File: src/rtl/alu_seq.sv
// Clocked EX-stage ALU: single-cycle logic/arith ops plus iterative unsigned
// multiply (shift-add) and divide (restoring) behind a start/busy/done handshake.
module alu_seq #(
    parameter int WIDTH = 32,
    parameter int CNT_W = 6
) (
    input  logic             clk,
    input  logic             rst,
    input  logic             start,
    input  logic [2:0]       ctlSignal,
    input  logic [WIDTH-1:0] dataA,
    input  logic [WIDTH-1:0] dataB,
    output logic             busy,
    output logic             done,
    output logic [WIDTH-1:0] result,
    output logic [WIDTH-1:0] resultHi,
    output logic             zero,
    output logic             divByZero
);

    localparam logic [2:0] OP_AND   = 3'b000;
    localparam logic [2:0] OP_OR    = 3'b001;
    localparam logic [2:0] OP_ADD   = 3'b010;
    localparam logic [2:0] OP_MULTU = 3'b011;
    localparam logic [2:0] OP_DIVU  = 3'b100;
    localparam logic [2:0] OP_SUB   = 3'b110;
    localparam logic [2:0] OP_SLT   = 3'b111;

    typedef enum logic [1:0] {S_IDLE, S_CALC, S_DONE} state_t;

    state_t           r_state, w_state_nxt;
    logic [CNT_W-1:0] r_cnt;
    logic             r_is_div;
    logic [WIDTH:0]   r_acc;
    logic [WIDTH-1:0] r_q;
    logic [WIDTH-1:0] r_b;
    logic [WIDTH-1:0] r_result, r_result_hi;
    logic             r_dbz;

    logic             w_accept, w_is_multi, w_last;
    logic [WIDTH-1:0] w_diff, w_sc_lo, w_sc_hi;
    logic             w_ovf, w_slt, w_sc_dbz;
    logic [WIDTH:0]   w_mul_sum, w_mul_acc, w_div_sh, w_div_acc;
    logic [WIDTH-1:0] w_mul_q, w_div_q;
    logic             w_div_ge;

    assign w_accept   = start && (r_state != S_CALC);
    assign w_is_multi = (ctlSignal == OP_MULTU) || ((ctlSignal == OP_DIVU) && (dataB != '0));
    assign w_last     = (r_state == S_CALC) && (r_cnt == CNT_W'(1));

    // Signed less-than that stays correct when A-B overflows.
    assign w_diff = dataA - dataB;
    assign w_ovf  = (dataA[WIDTH-1] != dataB[WIDTH-1]) && (w_diff[WIDTH-1] != dataA[WIDTH-1]);
    assign w_slt  = w_diff[WIDTH-1] ^ w_ovf;

    always_comb begin
        w_sc_lo  = '0;
        w_sc_hi  = '0;
        w_sc_dbz = 1'b0;
        case (ctlSignal)
            OP_AND: w_sc_lo = dataA & dataB;
            OP_OR:  w_sc_lo = dataA | dataB;
            OP_ADD: w_sc_lo = dataA + dataB;
            OP_SUB: w_sc_lo = w_diff;
            OP_SLT: w_sc_lo = {{(WIDTH-1){1'b0}}, w_slt};
            OP_DIVU: begin
                w_sc_lo  = '1;
                w_sc_hi  = dataA;
                w_sc_dbz = 1'b1;
            end
            default: w_sc_lo = '0;
        endcase
    end

    // One iteration step: multiply retires LSB of r_q, divide consumes MSB of r_q.
    assign w_mul_sum = r_acc + (r_q[0] ? {1'b0, r_b} : '0);
    assign w_mul_acc = {1'b0, w_mul_sum[WIDTH:1]};
    assign w_mul_q   = {w_mul_sum[0], r_q[WIDTH-1:1]};

    assign w_div_sh  = {r_acc[WIDTH-1:0], r_q[WIDTH-1]};
    assign w_div_ge  = w_div_sh >= {1'b0, r_b};
    assign w_div_acc = w_div_ge ? (w_div_sh - {1'b0, r_b}) : w_div_sh;
    assign w_div_q   = {r_q[WIDTH-2:0], w_div_ge};

    always_ff @(posedge clk) begin
        if (rst) r_state <= S_IDLE;
        else     r_state <= w_state_nxt;
    end

    always_comb begin
        w_state_nxt = r_state;
        case (r_state)
            S_CALC: if (w_last) w_state_nxt = S_DONE;
            default: begin
                if (w_accept) w_state_nxt = w_is_multi ? S_CALC : S_DONE;
                else          w_state_nxt = S_IDLE;
            end
        endcase
    end

    always_ff @(posedge clk) begin
        if (w_accept) begin
            r_is_div <= (ctlSignal == OP_DIVU);
            r_acc    <= '0;
            r_q      <= dataA;
            r_b      <= dataB;
        end else if (r_state == S_CALC) begin
            r_acc <= r_is_div ? w_div_acc : w_mul_acc;
            r_q   <= r_is_div ? w_div_q : w_mul_q;
        end
    end

    always_ff @(posedge clk) begin
        if (rst) begin
            r_cnt       <= '0;
            r_result    <= '0;
            r_result_hi <= '0;
            r_dbz       <= 1'b0;
        end else if (w_accept) begin
            if (w_is_multi) begin
                r_cnt <= CNT_W'(WIDTH);
            end else begin
                r_result    <= w_sc_lo;
                r_result_hi <= w_sc_hi;
                r_dbz       <= w_sc_dbz;
            end
        end else if (r_state == S_CALC) begin
            r_cnt <= r_cnt - 1'b1;
            if (w_last) begin
                r_result    <= r_is_div ? w_div_q : w_mul_q;
                r_result_hi <= r_is_div ? w_div_acc[WIDTH-1:0] : w_mul_acc[WIDTH-1:0];
                r_dbz       <= 1'b0;
            end
        end
    end

    assign busy      = (r_state == S_CALC);
    assign done      = (r_state == S_DONE);
    assign result    = r_result;
    assign resultHi  = r_result_hi;
    assign zero      = (r_result == '0);
    assign divByZero = r_dbz;

endmodule

File: config.mk
export PLATFORM = sky130hd
export DESIGN_NAME = alu_seq
export DESIGN_NICKNAME = d
export VERILOG_FILES = /design/src/rtl/alu_seq.sv
export SDC_FILE = /design/constraint.sdc
export NUM_CORES = 1
export LEC_CHECK = 0
export ABC_AREA = 1
export CELL_PAD_IN_SITES_DETAIL_PLACEMENT = 1
export CELL_PAD_IN_SITES_GLOBAL_PLACEMENT = 2
export CORE_MARGIN = 5
export CORE_UTILIZATION = 29
export DETAILED_ROUTE_END_ITERATION = 10
export GPL_ROUTABILITY_DRIVEN = 0
export GPL_TIMING_DRIVEN = 0
export PLACE_DENSITY_LB_ADDON = 0.12
export SYNTH_ARGS = -nofsm -noshare
export SYNTH_HDL_FRONTEND = slang
export SYNTH_SLANG_ARGS = --single-unit
File: constraint.sdc
create_clock -name clk -period 3.1 [get_ports clk]
set_input_delay 0.62 -clock clk [delete_from_list [all_inputs] [get_ports clk]]
set_output_delay 0.62 -clock clk [all_outputs]
set_load 0.02 [all_outputs]
==> flow_metrics.tcl <==
set metrics [dict create \
    outcome "finished, final reports clean" \
    drt_iter0_markers 1195 \
    rows 94 \
    fmax_mhz 326.8 \
    drt_pass1_iterations 5 \
    area_growth_pct 22.02 \
    criticalPathCategory "in2reg" \
    initial_core_util 0.2933 \
    grt_pass1_vias 23390 \
    power_mw 8.405 \
    synth_cell_types 49 \
    cap_viol_max_count 0 \
    synth_edf_count 65 \
    synth_xor_area_frac 0.009505 \
    crit_start "dataA[29]" \
    ant_nets 0 \
    leakagePower_nw 12.17 \
    grt_use_total 0.2694 \
    final_common_cell "nand2_1" \
    synth-seq-cells 171 \
    fp.dieH_um 268.3 \
    grt_pass1_wl_um 145300 \
    grt_antenna_before_repair 0 \
    powerDensity_mw_per_mm2 355.9 \
    dp_hpwl_um 85180 \
    boundaryPins 138 \
    cts.sinks 171 \
    final_cell_mix "nand2_1, inv_1, nand3_1" \
    coreArea_sq_mm 0.06598 \
    internal-power_mw 4.827 \
    p_sw_mw 3.577 \
    ys_seq_area_frac 0.2105 \
    grt_max_degree 34 \
    drt_wl_total_um 99970 \
    wl_per_cell_um 22.73 \
    switching_share 0.4257 \
    min_path_type "in2reg" \
    cts_tree "built" \
    r2r-start "r_state[1]" \
    yosys_warnings 0 \
    die_x_um 268.3 \
    combPwrFrac 0.404 \
    setup-violations-final 0 \
    min_period_ns 3.060 \
    synth_flop_cell "dfxtp_1" \
    antenna_cells 0 \
    path_delay_family "adder cells" \
    p_seq_frac 0.325 \
    fp.dieArea_sq_mm 0.07199 \
    hold_violations 0 \
    cts.path.max_buffers 2 \
    synth_area_sq_mm 0.01935 \
    synth_mux_area_frac 0 \
    drc 0 \
    drive_gt1_frac 0.1276 \
    synth_compound_area_frac 0.1232 \
    numCtsBuffers 17 \
    slowest_stage "clkdlybuf4s50_1" \
    synth_top_family_by_area "simple AND/OR/NAND/NOR gates" \
    n_fill_cell 8717 \
    cts_htree_levels 4 \
    root_buffer "clkbuf_16" \
    syn_inst 3324 \
    clkTransAtPathRegs_ns 0.08 \
    synthAdderAreaFrac 0.1144 \
    syn_avg_cell_area_sq_um 5.822 \
    drv_slew 0 \
    setup_tns_ns 0 \
    slowest_delay_ns 0.53 \
    synth-simple-area-share 0.4044 \
    min_period_over_period 0.9869 \
    vias 22330 \
    worstMarginPinSlew_ns 0.9041 \
    path_cells "clkdlybuf4s50_1 > inv_1 > ha_1 > inv_1 > nand2_2 > nand2_2 > a21oi_4 > fa_2 > nand2_1 > o21ai_1 > a311oi_2 > nor2_1 > nor2_1 > a21oi_2" \
    path_buf_inv 3 \
    slew_headroom 0.3973 \
    io_buffers 136 \
    post_drt_via_cell_ratio 5.078 \
    crit_required_ns 3.46 \
    skew_ns 0.01714 \
    power.share.clock 0.271 \
    startpoint_type "primary input" \
    overflow 0 \
    num-nets-final 3765 \
    rsz0062_at_grt "yes" \
    min_from "dataB[9]" \
    cp-end-kind "register" \
    vdd_ir_drop_max_uv 412.8 \
    async_flop_share 0 \
    synth_fp_nets 3568 \
    cp.arrival_ns 3.42 \
    clock_latency_ns 0.47 \
    crit_fanout 7 \
]
-- Yosys cell counts, drive strengths merged, types with 5 or more instances --
| cell | instances | area share |
|---|---|---|
| dfxtp | 106 | 0.11 |
| a211oi | 15 | 0.0058 |
| edfxtp | 65 | 0.10 |
| a21oi | 202 | 0.054 |
| o211ai | 5 | 0.0019 |
| o22ai | 14 | 0.0045 |
| nand2 | 1093 | 0.22 |
| clkbuf | 51 | 0.0099 |
| inv | 571 | 0.11 |
| ha | 169 | 0.11 |
| nor3 | 62 | 0.016 |
| xor2 | 20 | 0.0091 |
| o21bai | 14 | 0.0054 |
| nand4 | 50 | 0.016 |
| nand3 | 295 | 0.079 |
| nor2 | 305 | 0.063 |
| o21ai | 176 | 0.046 |
| fa | 5 | 0.0052 |
| or2 | 5 | 0.0016 |
| nor4 | 11 | 0.0036 |
| nand3b | 9 | 0.0035 |
| buf | 53 | 0.016 |
| and2 | 6 | 0.0019 |
| a21o | 5 | 0.0019 |
-- flip-flops by register name (all words and copies together) (netlist names) --
signal	cells
divByZero	1
resultHi	32
r_is_div	1
r_state	2
result	32
r_b	32
r_q	32
r_cnt	6
r_acc	33
-- worst paths after layout --
check / to / slack (ns) / depth (start not counted)
min: r_b[9] / 0.38 / 1
max reg2reg: r_q[31] / 0.07 / 8
min reg2reg: r_cnt[1] / 0.49 / 2
max: result[0] / 0.04 / 14
-- metrics by stage --
step	cell area, sq um	hold slack (ns)	instances	util	worst slack, ns
after global placement	21790	0.4685	4324	0.3303	-2.001
after CTS	22950	0.4002	4372	0.3479	-0.07794
after detailed placement	21850	0.4768	4327	0.3311	-2.045
after global routing	23610	0.3721	4398	0.3579	-0.06114
final	23610	0.3826	4398	0.3579	0.04048
after floorplan	19350	0.4542	3324	-	0.08173
-- final cells by class --
| class | instances | area (sq um) | share of cell area |
|---|---|---|---|
| Buffer | 96 | 606.8 | 0.02570 |
| Clock buffer | 19 | 464.2 | 0.01966 |
| Clock inverter | 13 | 138.9 | 0.005882 |
| Inverter | 575 | 2221 | 0.09405 |
| Multi-Input combinational cell | 2474 | 13420 | 0.5684 |
| Sequential cell | 171 | 4074 | 0.1725 |
| Tap cell | 864 | 1081 | 0.04578 |
| Timing Repair Buffer | 186 | 1607 | 0.06804 |
-- per-layer routing --
metal,global-route usage,routed length (um)
met5,0,0
met4,0.09939,4097
met3,0.01813,2563
met2,0.5031,50950
met1,0.3242,42360
-- kinds of logic (layout without fill, tap and decap cells) --
kind of cell / after synthesis / count (layout)
buf+inv: 679 / 889
simple gates: 1839 / 1839
fa+ha+maj: 174 / 174
xor+xnor: 21 / 21
compound gates: 440 / 440
flops: 171 / 171
-- power by group through the flow --
| stage | clock (mW) | combinational (mW) | sequential (mW) |
|---|---|---|---|
| floorplan | 0 | 1.77 | 2.79 |
| global placement | 0 | 3.02 | 2.78 |
| detailed placement | 0 | 3.09 | 2.78 |
| CTS | 2.30 | 3.25 | 2.73 |
| global route | 2.39 | 3.70 | 2.74 |
| finish | 2.28 | 3.40 | 2.73 |
-- what timing repair did --
| action | 4_1_cts | 5_1_grt |
|---|---|---|
| resized for setup | 349 | 230 |
| gates cloned | 0 | 0 |
| pin swaps | 30 | 29 |
| hold buffers | 0 | 0 |
| endpoints found under the setup margin | 77 | 49 |
| setup buffers | 20 | 27 |
(Power assumes the default switching activity.)
